**src/rtl/rnd_dispatch.sv**
```systemverilog
// rtl/rnd_dispatch.sv - warmup filter, word FIFO and round-robin dispatcher for the LFSR random source
module rnd_dispatch #(
    parameter int NREQ   = 4,
    parameter int WIDTH  = 32,
    parameter int DEPTH  = 4,
    parameter int WARMUP = 2
) (
    input  logic                     clk,
    input  logic                     rst,
    input  logic [WIDTH-1:0]         rnd_in,
    input  logic                     rnd_valid_in,
    input  logic [NREQ-1:0]          req,
    output logic [NREQ-1:0]          gnt,
    output logic [WIDTH-1:0]         rnd_out,
    output logic                     rnd_out_valid,
    output logic                     ready,
    output logic [$clog2(DEPTH):0]   fifo_level,
    output logic [7:0]               drop_cnt
);

    localparam int AW  = $clog2(DEPTH);
    localparam int LW  = AW + 1;
    localparam int RW  = $clog2(NREQ);
    localparam int WCW = (WARMUP > 1) ? $clog2(WARMUP) : 1;

    typedef enum logic {
        ST_WARMUP = 1'b0,
        ST_RUN    = 1'b1
    } state_t;

    // With no warmup the dispatcher comes out of reset already running.
    localparam state_t ST_INIT = (WARMUP == 0) ? ST_RUN : ST_WARMUP;

    state_t             state_q, state_d;
    logic [WCW-1:0]     wcnt_q, wcnt_d;
    logic               ready_q;
    logic [WIDTH-1:0]   mem_q [DEPTH];
    logic [AW-1:0]      wr_ptr_q, rd_ptr_q;
    logic [LW-1:0]      level_q;
    logic [7:0]         drop_q;
    logic [RW-1:0]      rr_q;
    logic [NREQ-1:0]    gnt_q, gnt_d;
    logic [WIDTH-1:0]   rnd_out_q;

    logic               run;
    logic [NREQ-1:0]    eligible;
    logic               found;
    logic [RW-1:0]      pick;
    logic [RW-1:0]      rr_next;
    int                 idx;
    logic               pop, push, drop, full;

    // Warmup counting: discarded strobes advance the counter until the last one moves us to RUN.
    always_comb begin
        state_d = state_q;
        wcnt_d  = wcnt_q;
        if (state_q == ST_WARMUP && rnd_valid_in) begin
            wcnt_d = wcnt_q + WCW'(1);
            if (wcnt_q == WCW'(WARMUP - 1)) begin
                state_d = ST_RUN;
            end
        end
    end

    // Round-robin pick: first requester at or after rr, skipping whoever was granted last cycle.
    always_comb begin
        eligible = req & ~gnt_q;
        found    = 1'b0;
        pick     = '0;
        idx      = 0;
        for (int i = 0; i < NREQ; i++) begin
            idx = int'(rr_q) + i;
            if (idx >= NREQ) begin
                idx = idx - NREQ;
            end
            if (!found && eligible[idx]) begin
                found = 1'b1;
                pick  = RW'(idx);
            end
        end
    end

    // FIFO control: pop only from words already stored, push on free slot or simultaneous pop.
    always_comb begin
        run     = (state_q == ST_RUN);
        full    = (level_q == LW'(DEPTH));
        pop     = run && (level_q != '0) && found;
        push    = run && rnd_valid_in && (!full || pop);
        drop    = run && rnd_valid_in && !push;
        gnt_d   = pop ? (NREQ'(1) << pick) : '0;
        rr_next = (pick == RW'(NREQ - 1)) ? '0 : pick + RW'(1);
    end

    // Word storage; contents need no reset because level gates every read.
    always_ff @(posedge clk) begin
        if (push) begin
            mem_q[wr_ptr_q] <= rnd_in;
        end
    end

    // Control and output registers.
    always_ff @(posedge clk or negedge rst) begin
        if (!rst) begin
            state_q   <= ST_INIT;
            wcnt_q    <= '0;
            ready_q   <= 1'b0;
            wr_ptr_q  <= '0;
            rd_ptr_q  <= '0;
            level_q   <= '0;
            drop_q    <= '0;
            rr_q      <= '0;
            gnt_q     <= '0;
            rnd_out_q <= '0;
        end else begin
            state_q <= state_d;
            wcnt_q  <= wcnt_d;
            ready_q <= (state_d == ST_RUN);
            gnt_q   <= gnt_d;
            if (push) begin
                wr_ptr_q <= wr_ptr_q + AW'(1);
            end
            if (pop) begin
                rd_ptr_q  <= rd_ptr_q + AW'(1);
                rnd_out_q <= mem_q[rd_ptr_q];
                rr_q      <= rr_next;
            end
            case ({push, pop})
                2'b10:   level_q <= level_q + LW'(1);
                2'b01:   level_q <= level_q - LW'(1);
                default: level_q <= level_q;
            endcase
            if (drop && drop_q != 8'hFF) begin
                drop_q <= drop_q + 8'd1;
            end
        end
    end

    assign gnt           = gnt_q;
    assign rnd_out       = rnd_out_q;
    assign rnd_out_valid = |gnt_q;
    assign ready         = ready_q;
    assign fifo_level    = level_q;
    assign drop_cnt      = drop_q;

endmodule

```
**config.mk**
```make
export PLATFORM = sky130hd
export DESIGN_NAME = rnd_dispatch
export DESIGN_NICKNAME = d
export VERILOG_FILES = /design/src/rtl/rnd_dispatch.sv
export SDC_FILE = /design/constraint.sdc
export NUM_CORES = 1
export LEC_CHECK = 0
export ABC_AREA = 1
export CAP_MARGIN = 0
export CORE_MARGIN = 2
export CORE_UTILIZATION = 60
export CTS_CLUSTER_DIAMETER = 30
export DETAILED_ROUTE_END_ITERATION = 12
export PLACE_DENSITY = 0.82
export SETUP_SLACK_MARGIN = 0.1
export SYNTH_ARGS = -nofsm -noshare
export SYNTH_HDL_FRONTEND = slang
export SYNTH_SLANG_ARGS = --single-unit
```
**constraint.sdc**
```tcl
create_clock -name clk -period 8.17 [get_ports clk]
set_clock_uncertainty 0.05 [all_clocks]
set_input_delay 1.634 -clock clk [delete_from_list [all_inputs] [get_ports clk]]
set_output_delay 1.634 -clock clk [all_outputs]
set_load 0.005 [all_outputs]
```
==> flow_summary.ini, run 1 <==
[timing]
tns_ns = 0
worst_slack_ns = 4.17
tightestPinTransition_ns = 1.14
layout_min_cycle_time_ns = 4.00
setup_violations = 0
final_max_slew_viol_count = 0
fmax_mhz = 250
grt_setup_unrepaired = no
fin_crit_sh = 0.490
slew-limit-headroom = 0.237
hold_viol = 0

[synthesis]
synthSimpleGateAreaFrac = 0.148
synth_compound_area_frac = 0.0865
synth.most_common_cell = nor2_1
synth.distinct_cells = 32
synth_seq_area_share = 0.699
synth_top_family_by_area = simple AND/OR/NAND/NOR gates
ys.flop_type = edfxtp_1
syn_nets = 684
yosys.area_share.adder = 0.0178
synth.area.mux_share = 0
synth-xor-area-share = 0.00938
netlist_top_cells_area = edfxtp_1 51%, dfrtp_1 18%, nor2_1 8.8%
yosys_warnings = 0
synth_top_cells_by_count = 176 x nor2_1, 128 x edfxtp_1, 70 x o21ai_0, 55 x dfrtp_1, 40 x nand2_1
synth_top_area_frac = 0.515
syn_area_per_cell_um2 = 11.8
synth-seq-cells = 183
synth.largest_area_cell = edfxtp_1
async_reset_ff_frac = 0.301
synth_cells = 635
syn-cell-area_um2 = 7470
synth-edff-count = 128

[cts]
insertion_delay_ns = 0.42
holdBufCountCts = 0
post_cts_buffers = 0
cts-buffers-inserted = 17
cts_buffer_depth = 2
cts.sinks = 183
cts_tree = done
cts_max_level = 4
cts.clk_slew.worst_paths_ns = 0.06
cts_root_buf = clkbuf_16
postCtsResizedCells = 0

[finish]
layout-drive-gt1-share = 0.0840
area_growth_pct = 20.8
regArea_um2 = 5220
n_antenna_cell = 0
multi_input_area_um2 = 1990
stdcell_area_um2 = 9020
num-nets-final = 763
fill_cells = 741
final_cell_count_no_fill = 894
fin_util = 0.748

[power_and_ir_drop]
power_density_nw_per_um2 = 399
vdd_ir_drop_max_uv = 209
leakage_nw = 3.37

[worst_setup_path]
max_stage_delay_ns = 0.87
cp.arrival_ns = 3.99
crit_required_ns = 8.15
endpoint_kind = flop
cp_max_fo = 32
worstSetupStartpointType = primary input
path_cells = clkdlybuf4s50_1, nand3_1, nand3_1, nand2_2, nand4_4, nand2_4, nand2_1, nand2_2, nor2_4
worst-path-buf-inv = 1
cp_top_family = simple AND/OR/NAND/NOR gates
cp_slowest_cell = nor2_4
critPathKind = primary input to flop

[drt]
drc = 0
viasPerCell = 5.60
vias = 5006
drt_wl_total_mm = 15.5
wl_per_cell_um = 17.4
ant_nets = 0
dr.pass1.iters = 5
drt_iter0_drc = 415

[grt]
overflow = 0
antenna_found_initial = 0
grt_pass1_vias = 5149
grt_pass1_wl_mm = 25.1
grt.total_usage = 0.248
grt_max_degree = 70

[floorplanning]
die_x_um = 116
initial_core_util = 0.619
core_um2 = 12100
row_count = 40
io_pins = 88
fp.dieH_um = 116
die-area_um2 = 13400

[place]
placedCellCount = 863
place_ws_ns = 3.76
dp_hpwl_mm = 9.27
post_dp_cell_area_um2 = 8450
gp_congestion = 0.908
port_buffers = 87

[hold_path]
worstHoldPathType = flop to flop

[flow_run]
maxCapViolations = 0

[run_status]
outcome = completed
-- final timing paths --
kind | start | to | slack (ns) | cells past startpoint
min | drop_cnt[5] | drop_cnt[5] | 0.48 | 2
max | req[3] | mem_q[1][26] | 4.17 | 9
min in group asynchronous | rst | rnd_out[28] | 1.32 | 2
max in group asynchronous | rst | rd_ptr_q[0] | 6.21 | 2
max reg2reg | rr_q[0] | mem_q[1][26] | 5.15 | 8
min reg2reg | drop_cnt[5] | drop_cnt[5] | 0.48 | 2
-- placed cells by master, fill, tap and decap left out, types with 2 or more instances in the layout --
cell type,instances
nand2_2,6
nand3_2,3
clkinvlp_4,2
bufinv_16,3
nand4_1,5
inv_1,32
ha_1,9
nand2_4,2
clkbuf_16,17
edfxtp_1,128
nand2_1,40
inv_2,3
buf_4,2
a31oi_2,10
xor2_1,5
clkbuf_1,5
nor2_4,4
a31oi_1,24
xnor2_1,3
clkinv_2,2
nor2_1,172
clkdlybuf4s50_1,86
o21ai_0,70
dfrtp_1,54
nand3_1,25
-- through the flow --
step           hold slack, ns  power, mW
6_report                0.482       3.60
5_1_grt                 0.528       3.84
4_1_cts                 0.487       3.61
3_5_place_dp            0.473       2.80
3_3_place_gp            0.450       2.72
2_1_floorplan           0.451       2.33
-- final cells by class --
class,instances,area share
Inverter,37,0.0165
Sequential cell,183,0.579
Clock buffer,22,0.0493
Tap cell,168,0.0233
Timing Repair Buffer,89,0.0977
Clock inverter,9,0.0142
Multi-Input combinational cell,386,0.220
-- per-layer routing --
metal | up-vias | wire length (um) | track usage
met3 | 34 | 818 | 0.0476
li1 | 2345 | - | -
met4 | 0 | 337 | 0.117
met5 | - | 0 | 0
met1 | 2436 | 6320 | 0.315
met2 | 191 | 8040 | 0.418
-- report_power, final --
group | leakage [nW] | switching [mW] | internal, mW
clock network | 0.272 | 0.323 | 0.478
registers | 1.82 | 0.168 | 1.28
logic | 1.28 | 0.811 | 0.540
-- cells by family after synthesis --
group                    after synthesis
AO/OA/AOI/OAI                        107
XOR/XNOR                               8
adder cells (fa/ha/maj)               10
buffers and inverters                 66
flip-flops                           183
AND/OR/NAND/NOR                      261
-- sequential cells by signal, indices dropped and copies added (netlist names) --
signal,flops
wcnt_q,1
mem_q,128
rd_ptr_q,2
drop_cnt,8
ready,1
wr_ptr_q,2
gnt,4
rr_q,2
fifo_level,3
rnd_out,32
-- worst min-delay path: cells and delay by family (launching register included) --
family | cells | cell delay (ns)
flip-flops | 1 | 0.39
AND/OR/NAND/NOR | 2 | 0.11
Power figures use the tool's default switching activity.
==> run 2: changes to the inputs <==
--- a/config.mk
+++ b/config.mk
@@ -8,10 +8,10 @@
 export ABC_AREA = 1
 export CAP_MARGIN = 0
 export CORE_MARGIN = 2
-export CORE_UTILIZATION = 60
+export CORE_UTILIZATION = 56
 export CTS_CLUSTER_DIAMETER = 30
 export DETAILED_ROUTE_END_ITERATION = 12
-export PLACE_DENSITY = 0.82
+export PLACE_DENSITY = 0.77
 export SETUP_SLACK_MARGIN = 0.1
 export SYNTH_ARGS = -nofsm -noshare
 export SYNTH_HDL_FRONTEND = slang
==> constraint.sdc (replaced) <==
create_clock -name clk -period 3.76 [get_ports clk]
set_clock_uncertainty 0.05 [all_clocks]
set_input_delay 0.752 -clock clk [delete_from_list [all_inputs] [get_ports clk]]
set_output_delay 0.752 -clock clk [all_outputs]
set_load 0.005 [all_outputs]
==> run 2 against run 1 <==
Cell area up 1.4%. Global-route usage decreased by 2.3 points. Via count shrank 0.36%. Sequential power increased by 110%. Final cell count rose by 1.6%. First-iteration DRC count increased by 0.48%. Count of clock-buffer cells in the layout is 4 lower. Die area grew 6.9%. Non-clock buffer count increased by 5. Routed wire length fell by 0.12%. Critical path depth is 1 higher.
==> flow_summary.ini, run 2 (synthesis results as in run 1) <==
[finish]
largest_register_ffs = 128
fill_cells = 912
final_cell_mix = 172 x nor2_1, 128 x edfxtp_1, 86 x clkdlybuf4s50_1
layout-drive-gt1-share = 0.0956
stdcell_area_um2 = 9150
top_register = mem_q
area_growth_pct = 22.5
final_common_cell = nor2_1
n_antenna_cell = 0
num-nets-final = 768

[drt]
wl_per_cell_um = 17.1
drt_wl_total_mm = 15.5
drc = 0
vias = 4988
dr.pass1.iters = 5
viasPerCell = 5.49
drt_iter0_drc = 417
ant_nets = 0

[worst_setup_path]
worstSetupStartpointType = primary input
max_stage_delay_ns = 0.49
cp_top_family = simple AND/OR/NAND/NOR gates
crit_required_ns = 3.84
critPathKind = primary input to flop
r2r_start = rr_q[0]
endpoint_kind = flop
cp_slowest_cell = clkdlybuf4s50_1
worst-path-buf-inv = 2
startpoint = req[3]
cp_max_fo = 21
path_cells = clkdlybuf4s50_1, nand3_1, nand3_1, nand2_2, nand4_4, nand2_4, nand2_1, nand2_2, nor2_4, buf_12
cp.arrival_ns = 2.92

[grt]
grt_max_degree = 70
antenna_found_initial = 0
grt_pass1_wl_mm = 24.7
grt_pass1_vias = 5069
grt.total_usage = 0.226
overflow = 0

[timing]
fmax_mhz = 352
grt_setup_unrepaired = no
layout_min_cycle_time_ns = 2.84
worst_hold_slack_ns = 0.229
tns_ns = 0
final_max_slew_viol_count = 0
worst_slack_ns = 0.919
fin_crit_sh = 0.755
hold_viol = 0
setup_violations = 0
slew-limit-headroom = 0.227
tightestPinTransition_ns = 1.16

[floorplanning]
die_x_um = 119
initial_core_util = 0.568
core_um2 = 13100
row_count = 42
die-area_um2 = 14300
fp.dieH_um = 119
io_pins = 88

[place]
post_dp_cell_area_um2 = 8520
place_ws_ns = 0.489
port_buffers = 87
dp_hpwl_mm = 9.36
gp_congestion = 0.888

[cts]
postCtsResizedCells = 0
cts_max_level = 4
cts_root_buf = clkbuf_16
holdBufCountCts = 0
insertion_delay_ns = 0.43
cts_buffer_depth = 2
cts_tree = done
cts.clk_slew.worst_paths_ns = 0.06
cts-buffers-inserted = 17
cts.sinks = 183
post_cts_buffers = 0

[hold_path]
worstHoldPathType = primary input to asynchronous set/reset pin

[flow_run]
maxCapViolations = 0

[power_and_ir_drop]
seqPwrFrac = 0.379
comb_power_share = 0.386
leakage_nw = 3.43
vdd_ir_drop_max_uv = 450
switching_share = 0.360
power_density_nw_per_um2 = 871
power_mw = 7.97
p_int_mw = 5.10
clkPwrFrac = 0.235
p_switching_mw = 2.87

[run_status]
outcome = completed
-- run 2: metrics by stage --
stage / util / instances
finish: 0.696 / 908
global route: 0.696 / 908
CTS: 0.696 / 908
detailed placement: 0.648 / 876
global placement: 0.648 / 876
floorplan: - / 635
-- run 2: final cells by class --
| class | count | area, um2 | area share |
|---|---|---|---|
| Sequential cell | 183 | 5220 | 0.571 |
| Multi-Input combinational cell | 386 | 1990 | 0.217 |
| Timing Repair Buffer | 94 | 943 | 0.103 |
| Clock buffer | 18 | 429 | 0.0469 |
| Tap cell | 176 | 220 | 0.0241 |
| Clock inverter | 14 | 198 | 0.0216 |
| Inverter | 37 | 149 | 0.0163 |
-- run 2: worst register-to-register path: stages, from the launching register on --
cell     delay (ns)
dfrtp_1        0.62
nand3_1        0.21
nand3_1        0.19
nand2_2        0.11
nand4_4        0.14
nand2_4        0.12
nand2_1        0.11
nand2_2        0.18
nor2_4         0.44
buf_12         0.25
-- run 2: power by group through the flow --
stage               Sequential (mW)  Clock (mW)  Combinational (mW)
finish                         3.02        1.87                3.08
global route                   3.07        1.97                3.45
CTS                            3.02        1.89                3.11
detailed placement             3.05           0                3.07
global placement               3.03           0                2.96
floorplan                      3.02           0                2.04
-- run 2: worst paths after layout --
kind | endpoint | slack [ns] | depth (start not counted)
min in group clk | ready | 0.48 | 2
max in group asynchronous | rd_ptr_q[0] | 2.51 | 2
worst max register to register | mem_q[1][20] | 1.05 | 9
worst min register to register | ready | 0.48 | 2
worst min-delay path | rnd_out[29] | 0.23 | 1
worst max-delay path | mem_q[1][20] | 0.92 | 10
-- run 2: layer usage --
| metal | GRT usage | vias to the layer above | routed length [um] |
|---|---|---|---|
| met5 | 0 | - | 0 |
| met4 | 0.0801 | 0 | 276 |
| met3 | 0.0603 | 20 | 993 |
| met2 | 0.371 | 182 | 7750 |
| met1 | 0.292 | 2428 | 6480 |
| li1 | - | 2358 | - |
